==> src/rtl/jt51_slot_port.sv <==
// Per-slot recirculating word ring with a host random-access port.
// The pipeline sees the head slot on dout; the host reaches a slot by waiting for it to pass.
module jt51_slot_port #(
    parameter int width  = 5,
    parameter int stages = 32,
    localparam int AW    = $clog2(stages)
) (
    input  logic             clk,
    input  logic             rst,
    output logic [AW-1:0]    slot,
    output logic [width-1:0] dout,
    input  logic             upd_en,
    input  logic [width-1:0] upd_data,
    input  logic             req,
    input  logic             we,
    input  logic [AW-1:0]    addr,
    input  logic [width-1:0] wdata,
    output logic             busy,
    output logic             ack,
    output logic             err,
    output logic [width-1:0] rdata
);

    // Host handshake: req/we/addr/wdata are sampled only in a cycle where busy=0.
    // busy stays high until and including the single-cycle ack; req while busy is dropped.
    typedef enum logic [1:0] {S_IDLE, S_WAIT, S_DONE} state_t;

    localparam logic [AW-1:0] LAST  = AW'(stages - 1);
    localparam logic [AW:0]   LIMIT = (AW + 1)'(stages);

    state_t             state;
    state_t             state_nx;
    logic [width-1:0]   ring [stages];
    logic               we_l;
    logic [AW-1:0]      addr_l;
    logic [width-1:0]   wdata_l;
    logic               err_l;
    logic               out_of_range;
    logic               hit;
    logic               host_wr_hit;
    logic               host_rd_hit;
    logic [width-1:0]   tail;

    assign dout         = ring[0];
    assign out_of_range = {1'b0, addr} >= LIMIT;
    assign hit          = (state == S_WAIT) && (slot == addr_l);
    assign host_wr_hit  = hit && we_l;
    assign host_rd_hit  = hit && !we_l;
    // A host write wins over the pipeline update for the same slot.
    assign tail         = host_wr_hit ? wdata_l : (upd_en ? upd_data : dout);

    always_ff @(posedge clk or posedge rst) begin
        if (rst) begin
            slot <= '0;
        end else begin
            slot <= (slot == LAST) ? '0 : slot + 1'b1;
        end
    end

    always_ff @(posedge clk or posedge rst) begin
        if (rst) begin
            for (int i = 0; i < stages; i++) ring[i] <= '0;
        end else begin
            for (int i = 0; i < stages - 1; i++) ring[i] <= ring[i + 1];
            ring[stages - 1] <= tail;
        end
    end

    always_ff @(posedge clk or posedge rst) begin
        if (rst) begin
            we_l    <= 1'b0;
            addr_l  <= '0;
            wdata_l <= '0;
            err_l   <= 1'b0;
            rdata   <= '0;
        end else begin
            if (state == S_IDLE && req) begin
                we_l    <= we;
                addr_l  <= addr;
                wdata_l <= wdata;
                err_l   <= out_of_range;
            end
            if (host_rd_hit) rdata <= dout;
        end
    end

    always_ff @(posedge clk or posedge rst) begin
        if (rst) state <= S_IDLE;
        else     state <= state_nx;
    end

    always_comb begin
        state_nx = state;
        case (state)
            S_IDLE:  if (req) state_nx = out_of_range ? S_DONE : S_WAIT;
            S_WAIT:  if (hit) state_nx = S_DONE;
            S_DONE:  state_nx = S_IDLE;
            default: state_nx = S_IDLE;
        endcase
    end

    always_comb begin
        busy = 1'b0;
        ack  = 1'b0;
        err  = 1'b0;
        case (state)
            S_WAIT: busy = 1'b1;
            S_DONE: begin
                busy = 1'b1;
                ack  = 1'b1;
                err  = err_l;
            end
            default: ;
        endcase
    end

endmodule
==> config.mk <==
export PLATFORM = sky130hd
export DESIGN_NAME = jt51_slot_port
export DESIGN_NICKNAME = d
export VERILOG_FILES = /design/src/rtl/jt51_slot_port.sv
export SDC_FILE = /design/constraint.sdc
export NUM_CORES = 1
export LEC_CHECK = 0
export ABC_CLOCK_PERIOD_IN_PS = 13100
export CORE_ASPECT_RATIO = 0.5
export CORE_MARGIN = 2
export CORE_UTILIZATION = 50
export CTS_BUF_LIST = sky130_fd_sc_hd__clkbuf_4 sky130_fd_sc_hd__clkbuf_8
export DETAILED_ROUTE_END_ITERATION = 7
export PLACE_DENSITY_LB_ADDON = 0.2
export SETUP_SLACK_MARGIN = 0.2
export SLEW_MARGIN = 20
export SYNTH_ARGS = -nofsm -noshare
export SYNTH_HDL_FRONTEND = slang
export SYNTH_SLANG_ARGS = --single-unit
==> constraint.sdc <==
create_clock -name clk -period 13.1 [get_ports clk]
set_input_delay 3.93 -clock clk [delete_from_list [all_inputs] [get_ports clk]]
set_output_delay 3.93 -clock clk [all_outputs]
set_load 0.02 [all_outputs]
==> reports/results.ini <==
[global_route]
grt_max_degree=100
grt_pass1_vias=2278
grt_use_total_pct=14.5
antenna_found_initial=0
grt_pass1_wl_um=12000
met3_usage_pct=6.41
overflow=0
grt_busiest_layer=met1
met1_usage_pct=20.7
globalRouteMet2Util_pct=19.8

[floorplanning]
initial_utilization_pct=51.5
num_rows=26
ios=38
core-area_sq_mm=0.0102
dieArea_sq_mm=0.0114
die_w_um=149
die_y_um=76.6

[critical_path]
start_kind=register
cp-end-kind=primary output
startpoint=state[0]
regToRegEndpoint=wdata_l[4]
required_ns=9.17
crit_fanout=5
rr_startpoint=state[0]
rrSetupSlack_ns=11.34
ff2ff_path_depth=4
critical_path_class=register to primary output
arrival_ns=1.90
cp-endpoint=busy

[final_layout]
layout_commonest_cell=dfrtp_1
mostFrequentLayoutCells=dfrtp_1 (183), clkdlybuf4s50_1 (36), mux2_2 (25)
drive_above_1_share_pct=20.0
num-fill-cells=727
areaGrowthSynthToFinish_pct=17.0
multi_input_area_sq_um=626
nNetsFinal=334
n_antenna_cell=0
seq_area_sq_mm=0.00458
fin_util_pct=60.3

[clock_network]
cts_resized=0
post-cts-setup-buffers=0
insertion_delay_ns=0.44
cts_root_buf=clkbuf_8
cts_num_sinks=183
cts-buffers-inserted=17
cts_tree=done
clk_path_buf_depth=2
htreeDepth=4
path_clk_slew_ns=0.10
cts_hold_buf=0

[power_and_ir_drop]
pwr_density_cell_mw_per_mm2=187
p_switching_uw=296
peakVddDrop_v=0.0000686
p_clk_share_pct=31.5
internal_power_uw=856
p_sw_share_pct=25.7
leakagePower_uw=0.00292
seqPwrFrac_pct=57.2
p_comb_share_pct=11.3
total_power_uw=1150

[place]
place_ws_ns=7.01
hpwlAfterDp_um=3990
numPortBuffers=36
place.gp.congestion=0.713

[detailed_routing]
wl_per_cell_um=15.2
via_count=2088
wl_um=6980
viasPerCell=4.54
first_pass_iters=4
drt_iter0_markers=120
drcViolationCount=0
ant_nets=0

[synthesis]
postSynthAreaPerCell_sq_um=20.4
synth_top_area_share_pct=87.0
synth_area_leader_cell=dfrtp_1
synth_edf_count=0
synth-async-reset-ratio_pct=100
syn_area_sq_mm=0.00527
synthCells=258
ys_types=25
synth_fp_nets=285
synth-seq-cells=183
synth_top_flop_cell=dfrtp_1
yosys-top-cells-area=dfrtp_1 (87%), mux2_2 (5.3%), ha_1 (1.7%)
seq_area_frac_synth_pct=87.0
synth_warnings=0

[timing]
period_needed_ns=5.83
finalClockSkew_ns=0.0106
final_max_slew_viol_count=0
tightest_slew_ns=0.828
period_share_pct=44.5
clock.fmax_mhz=172
fin_tns_setup_ns=0
hold_violations=0
setup-violations-final=0
slew_headroom_pct=44.8
postLayoutSetupSlackWorst_ns=7.27
grt_setup_unrepaired=no

[outcome]
status=complete, no violations

[worst_hold_path]
hp-class=register to register

[flow_run]
max_cap_violations=0

## power groups by stage
stage	Sequential [uW]	Combinational (uW)	Clock (uW)
global placement	668	124	0
floorplan	663	93.5	0
CTS	661	133	376
finish	659	131	363
detailed placement	671	132	0
global route	668	143	402
## worst max-delay path, stage by stage, from the launching register on
cell and delay, ns:
dfrtp_1 0.44, inv_1 0.11, ha_1 0.30, clkdlybuf4s50_1 0.60
## flip-flops by register name (all words and copies together) (netlist names)
register	count
dout	5
rdata	5
slot	5
wdata_l	5
ring	155
state	2
addr_l	5
we_l	1
## stage by stage
stage / cell area [sq um] / instances / hold WS, ns
2_1_floorplan: 5270 / 258 / 0.331
3_3_place_gp: 5760 / 428 / 0.331
3_5_place_dp: 5760 / 428 / 0.335
4_1_cts: 6160 / 460 / 0.347
5_1_grt: 6160 / 460 / 0.346
6_report: 6160 / 460 / 0.346
## worst min-delay path by stage
stage	start	endpoint	slack (ns)	cells past startpoint
final	ring[98]	ring[103]	0.35	0
after global routing	ring[98]	ring[103]	0.35	0
after CTS	ring[98]	ring[103]	0.35	0
after detailed placement	ring[101]	ring[106]	0.33	0
after global placement	ring[7]	ring[12]	0.33	0
after floorplan	ring[150]	dout[0]	0.33	0
## area by class of cell
| cell class | instances | share of cell area, % |
|---|---|---|
| sequential | 183 | 74.3 |
| multi-input combinational | 65 | 10.2 |
| timing repair buffer | 37 | 6.03 |
| clock buffer | 19 | 4.14 |
| tap | 140 | 2.84 |
| clock inverter | 13 | 2.23 |
| inverter | 3 | 0.264 |
## synthesized netlist by cell type (all sizes together), types with 2 or more instances
library cell	n
a21oi	2
a31oi	2
a41oi	2
and3	2
buf	6
dfrtp	183
ha	7
inv	3
mux2	26
nand2	3
nor2	4
nor3b	2
o211ai	2
xnor2	4
xor2	3
## metal layers
metal | part of all wire (%) | up-vias
met4 | 1.2 | 0
met1 | 49 | 1109
met5 | 0 | -
met2 | 45 | 35
met3 | 4.2 | 8
li1 | - | 936
## kinds of logic (layout without fill, tap and decap cells)
kind of cell	after synthesis	after routing	share of synthesized area [%]
and+or+nand+nor	16	16	2.38
AOI/OAI and AO/OA	8	8	1.05
buffers and inverters	10	72	1.14
adders and majority gates	7	7	1.66
other	1	1	0.0712
DFF	183	183	87.0
xor gates and xnor gates	7	7	1.16
muxes	26	26	5.56
(Power assumes the default switching activity.)
